**src/rtl/shift_pkg.sv**
```systemverilog
// shift_pkg: direction mode encodings and frame-counter width helper shared by the shift register
package shift_pkg;
  localparam int MODE_MSB = 0;
  localparam int MODE_LSB = 1;
  localparam int MODE_RUN = 2;
  function automatic int cw_f(input int n);
    return (n > 2) ? $clog2(n) : 1;
  endfunction
endpackage

```
**src/rtl/mod_counter.sv**
```systemverilog
// mod_counter: modulo-N counter with sync reset, sync clear and enable; wrap flags the N-1 -> 0 step
module mod_counter
  import shift_pkg::*;
#(
  parameter int N  = 8,
  parameter int CW = cw_f(N)
) (
  input  logic          clock,
  input  logic          reset,
  input  logic          clr,
  input  logic          en,
  output logic [CW-1:0] value,
  output logic          wrap
);
  logic [CW-1:0] value_q, value_d;
  always_comb begin
    wrap    = en && !clr && value_q == CW'(N - 1);
    value_d = (clr || wrap) ? '0 : en ? value_q + CW'(1) : value_q;
  end
  always_ff @(posedge clock) value_q <= reset ? '0 : value_d;
  assign value = value_q;
endmodule

```
**src/rtl/shift_register_cnt.sv**
```systemverilog
// shift_register_cnt: serial shift register with parallel load, selectable direction and frame-done pulse
module shift_register_cnt
  import shift_pkg::*;
#(
  parameter int W    = 8,
  parameter int Mode = MODE_MSB,
  parameter int N    = W,
  localparam int CW  = cw_f(N)
) (
  input  logic          clock,
  input  logic          reset,
  input  logic          in,
  input  logic          load,
  input  logic          pload,
  input  logic [W-1:0]  pdata,
  input  logic          dir,
  output logic [W-1:0]  out,
  output logic          sout,
  output logic [CW-1:0] count,
  output logic          done
);
  if (Mode < MODE_MSB || Mode > MODE_RUN) begin : g_bad_mode
    $error("shift_register_cnt: Mode must be 0, 1 or 2");
  end
  if (W < 1) begin : g_bad_w
    $error("shift_register_cnt: W must be >= 1");
  end
  if (N < 1) begin : g_bad_n
    $error("shift_register_cnt: N must be >= 1");
  end
  logic [W-1:0] out_q, out_d;
  logic done_q, done_d, lsb_dir, wrap;
  // shifts built from whole-vector shifts so W == 1 degenerates to out <- in
  always_comb begin
    lsb_dir = (Mode == MODE_RUN) ? dir : (Mode == MODE_LSB);
    out_d   = pload ? pdata : !load ? out_q :
              lsb_dir ? (out_q >> 1) | (W'(in) << (W - 1)) : (out_q << 1) | W'(in);
    done_d  = wrap;
  end
  always_ff @(posedge clock) begin
    out_q  <= reset ? '0 : out_d;
    done_q <= reset ? 1'b0 : done_d;
  end
  mod_counter #(.N(N), .CW(CW)) u_cnt (
    .clock(clock),
    .reset(reset),
    .clr  (pload),
    .en   (load && !pload),
    .value(count),
    .wrap (wrap)
  );
  assign out  = out_q;
  assign done = done_q;
  assign sout = !reset && (lsb_dir ? out_q[0] : out_q[W-1]);
endmodule
```
**config.mk**
```make
export PLATFORM = sky130hd
export DESIGN_NAME = shift_register_cnt
export DESIGN_NICKNAME = d
export VERILOG_FILES = /design/src/rtl/shift_pkg.sv /design/src/rtl/mod_counter.sv /design/src/rtl/shift_register_cnt.sv
export SDC_FILE = /design/constraint.sdc
export NUM_CORES = 1
export LEC_CHECK = 0
export BUFFER_PORTS_ARGS = -buffer_cell sky130_fd_sc_hd__buf_2
export CORE_UTILIZATION = 39
export DETAILED_ROUTE_END_ITERATION = 7
export PLACE_DENSITY = 0.71
export SLEW_MARGIN = 20
export SYNTH_ARGS = -nofsm -noshare
export SYNTH_HDL_FRONTEND = slang
export SYNTH_SLANG_ARGS = --single-unit
```
**constraint.sdc**
```tcl
create_clock -name clock -period 1.3 [get_ports clock]
set_clock_uncertainty 0.05 [all_clocks]
set_input_delay 0.195 -clock clock [delete_from_list [all_inputs] [get_ports clock]]
set_output_delay 0.195 -clock clock [all_outputs]
set_load 0.01 [all_outputs]
```
==> impl.org <==
** Power
- Cell Pwr Density :: 1070 mW/mm^2
- The share of total power dissipated in combinational logic is 0.151.
- In this run the power spent charging and discharging nets is roughly 0.2 mW.
- Reported leakage power :: 0.360 nW
- Of the total power, registers draw 0.490.
- Total power draw :: 0.824 mW
- Relative contribution of the clock network to total power :: 0.359
- Internal power contribution :: 0.623 mW
- Of the total power, the share spent switching nets is 0.243.
- The worst-case IR drop observed on VDD is 0.582 mV.

** Placement
- In this run the cell area measured after placement is 703 sq um.
- Routability-driven placement finished with a final weighted congestion of 0.655.
- Total of buffers placed on input and output ports :: 25

** Clock network
- Clock tree synthesis selected as its root buffer the cell sky130_fd_sc_hd__clkbuf_4.
- Clock-pin slew was measured on the worst setup and hold paths at 0.08 ns.
- Quantity of hold-fixing buffers added after cts :: 0
- Maximum buffer depth of the clock tree :: 2
- TritonCTS buffer count :: 3
- At the later pin of the worst-skew pair, clock insertion delay measures between 0.2 and 0.3 ns.
- Clock tree from TritonCTS :: yes
- In this run the number of H-tree levels came out at 1.
- Clock tree synthesis found a total of 12 sinks.

** Timing
- Unrepaired setup endpoints after global routing :: yes
- The count of endpoints failing hold in the final timing report came to 0.
- Part of the cycle the worst path needs :: 0.990
- Top achievable clock speed :: about 780 MHz
- Measured slew at the worst slew-check pin :: 0.186 ns
- Setup violations remaining at the end of the flow were counted as 0.
- Final Critical Period :: roughly 1.3 ns
- Final slew viol count :: 0
- WHS :: 0.159 ns
- Worst slew margin :: 0.875

** Synth
- Area of the mapped netlist :: roughly 570 sq um
- Biggest area contributors in the synthesized netlist :: sky130_fd_sc_hd__dfxtp_1 42%, sky130_fd_sc_hd__mux2i_1 14%, sky130_fd_sc_hd__a211oi_1 10%
- Counting flops with a built-in enable in the synthesized netlist gives 0.
- In the post-synthesis netlist, the cell with the most instances is sky130_fd_sc_hd__dfxtp_1.
- Number of register bits inferred by synthesis :: 12
- Top cell type's share of synthesized area :: 0.419
- Cell types with the highest counts after synthesis :: 12 x sky130_fd_sc_hd__dfxtp_1, 9 x sky130_fd_sc_hd__nor2b_1, 8 x sky130_fd_sc_hd__a211oi_1, 8 x sky130_fd_sc_hd__mux2i_1
- For this run, the leading register cell type out of synthesis is sky130_fd_sc_hd__dfxtp_1.
- Synthesis produced a netlist with a net count of 71.
- Async set-reset flop share out of synthesis :: 0
- Instance count of the mapped netlist :: 55
- Sequential share of the synthesized area :: 0.419
- In this run, distinct cell masters in the synthesized netlist total 16.
- A synthesized cell averages roughly 10 sq um.
- Of all cell types, the one taking the most synthesized area is sky130_fd_sc_hd__dfxtp_1.
- Number of warnings reported in the yosys synthesis log :: 0

** Route
- The first detailed-routing pass took 4 iterations.
- Antenna-violating nets left :: 0
- The final layout contains routed wiring with a total length of 1150 microns.
- Summing over every cut layer, the via total after detailed routing is between 400 and 500.
- Average routed wire per standard cell :: approximately 12 microns
- After detailed routing, the number of remaining DRC violations is 0.
- After detailed routing, the number of vias per cell comes to 4.95.
- Initial drt markers :: 7

** Worst setup path
- CP Data Required Time :: 1.46 ns
- The endpoint identified for the worst register-to-register timing path is u_cnt.value[0].
- The worst setup path is captured at a register.
- Setup slack on the worst reg-to-reg path comes out at about 0.013 ns.
- The most critical setup path has its startpoint at u_cnt.value[1].
- Largest fanout on the critical path :: 3
- STA puts the critical path data arrival time at ~1.5 ns.
- The setup path with the least slack is of type reg -> reg.
- Launch point of the worst reg-to-reg path :: u_cnt.value[1]
- Element type at the critical path start :: register
- The critical path ends at u_cnt.value[0].
- For the worst flop-to-flop path, the logic depth is 4.

** Global routing
- Global routing finished with a remaining overflow of 0.
- The number of antenna violations at the first check in global routing was 0.
- Entering global routing, the biggest net connects 14 pins.
- Vias in the first global route :: 420
- In the global route stage, met1 resource usage came out at 0.208.
- For this run, global-route usage on met2 was measured as 0.254.
- For this run, the total global-route usage over all layers was measured as 0.175.
- The global routing stage identified its most utilized layer as met2.
- In the global route stage, met3 resource usage came out at 0.0833.
- Global-route wire length before repair :: around 1800 microns

** Cells and area
- Post-layout net count :: 101
- In the final layout, the share of cells above drive strength 1 is 0.476.
- The layout has between 100 and 150 filler cells.
- 0 antenna diodes ended up in the layout.
- The area growth from synthesis to layout is 34.9%.
- Summing all non-filler instances in the final layout gives an area of around 770 sq um.
- Area occupied by registers :: between 200 and 250 sq um
- Final Core Density :: 0.580
- Combined area of the multi-input logic cells :: 324 sq um

** Floorplanning
- For this design the top-level I/O count stands at 27.
- Row generation in the floorplan step produced 13 rows.
- The die is 40.3 microns tall.
- Effective utilization at floorplan :: 0.430
- From left edge to right edge, the die measures a little over 40 microns.
- The die covers 0.00163 sq mm.
- Area of the placeable core :: between 0.001 and 0.0015 sq mm

** Min path
- The worst hold path belongs to the class in -> reg.
- The worst hold path begins at load.

** Job
- Max_cap viols :: 0

** Status
- Status :: finished clean
## power by group through the flow
stage / clock, mW / sequential [mW] / combinational, mW
6_report: 0.295 / 0.404 / 0.125
5_1_grt: 0.333 / 0.407 / 0.139
4_1_cts: 0.306 / 0.403 / 0.123
3_5_place_dp: 0 / 0.411 / 0.123
3_3_place_gp: 0 / 0.410 / 0.121
2_1_floorplan: 0 / 0.419 / 0.0688
## critical path: stages (launching register included)
cell	delay, ns
sky130_fd_sc_hd__dfxtp_2	0.35
sky130_fd_sc_hd__ha_4	0.16
sky130_fd_sc_hd__ha_4	0.15
sky130_fd_sc_hd__or3b_4	0.38
sky130_fd_sc_hd__a21oi_2	0.13
## layout by cell type, fill, tap and decap left out, types with 2 or more instances in the layout
cell,n
sky130_fd_sc_hd__ha_4,2
sky130_fd_sc_hd__mux2i_1,8
sky130_fd_sc_hd__clkbuf_4,3
sky130_fd_sc_hd__dfxtp_1,10
sky130_fd_sc_hd__buf_4,3
sky130_fd_sc_hd__nor2b_1,9
sky130_fd_sc_hd__a21oi_1,2
sky130_fd_sc_hd__a211oi_1,8
sky130_fd_sc_hd__dfxtp_2,2
sky130_fd_sc_hd__buf_2,25
sky130_fd_sc_hd__nand3b_1,2
sky130_fd_sc_hd__nand2b_1,3
## logic make-up after synthesis
group,synth area share
AND/OR/NAND/NOR,0.196
flip-flops,0.419
AO/OA/AOI/OAI,0.131
multiplexers,0.140
buffers and inverters,0.0699
adder cells (fa/ha/maj),0.0437
## metal layers
layer	share of wire	vias up
met5	0	-
met4	0	0
met3	0.047	0
met2	0.46	19
met1	0.49	217
li1	-	254
## per-stage QoR
step / TNS, ns / worst slack [ns] / cells
finish: 0 / 0.0130 / 99
floorplan: 0 / 0.00470 / 55
global route: -0.0269 / -0.0269 / 99
global placement: 0 / 0.0510 / 95
CTS: 0 / 0.0115 / 99
detailed placement: 0 / 0.00679 / 95
## cell type report
| type | count | share of cell area |
|---|---|---|
| flip-flops and latches | 12 | 0.314 |
| well taps | 15 | 0.0243 |
| multi-input cells | 39 | 0.419 |
| repair buffers | 28 | 0.191 |
| inverters | 1 | 0.00485 |
| clock buffers | 4 | 0.0469 |
## worst min-delay path by stage
| stage | to | slack (ns) | depth (start not counted) |
|---|---|---|---|
| 6_report | u_cnt.value[0] | 0.16 | 3 |
| 3_5_place_dp | u_cnt.value[1] | 0.44 | 2 |
| 5_1_grt | out[3] | 0.14 | 3 |
| 4_1_cts | out[5] | 0.16 | 3 |
| 2_1_floorplan | out[0] | 0.34 | 2 |
| 3_3_place_gp | u_cnt.value[1] | 0.42 | 2 |
## flip-flops by register name (all words and copies together) (netlist names)
signal       flops
out              8
u_cnt.value      3
done             1
## what timing repair did
action / 4_1_cts / 5_1_grt
endpoints found under the setup margin: 1 / 2
buffers inserted: 0 / 0
gates resized for setup: 2 / 6
pin swaps: 0 / 2
Power figures use the tool's default switching activity.
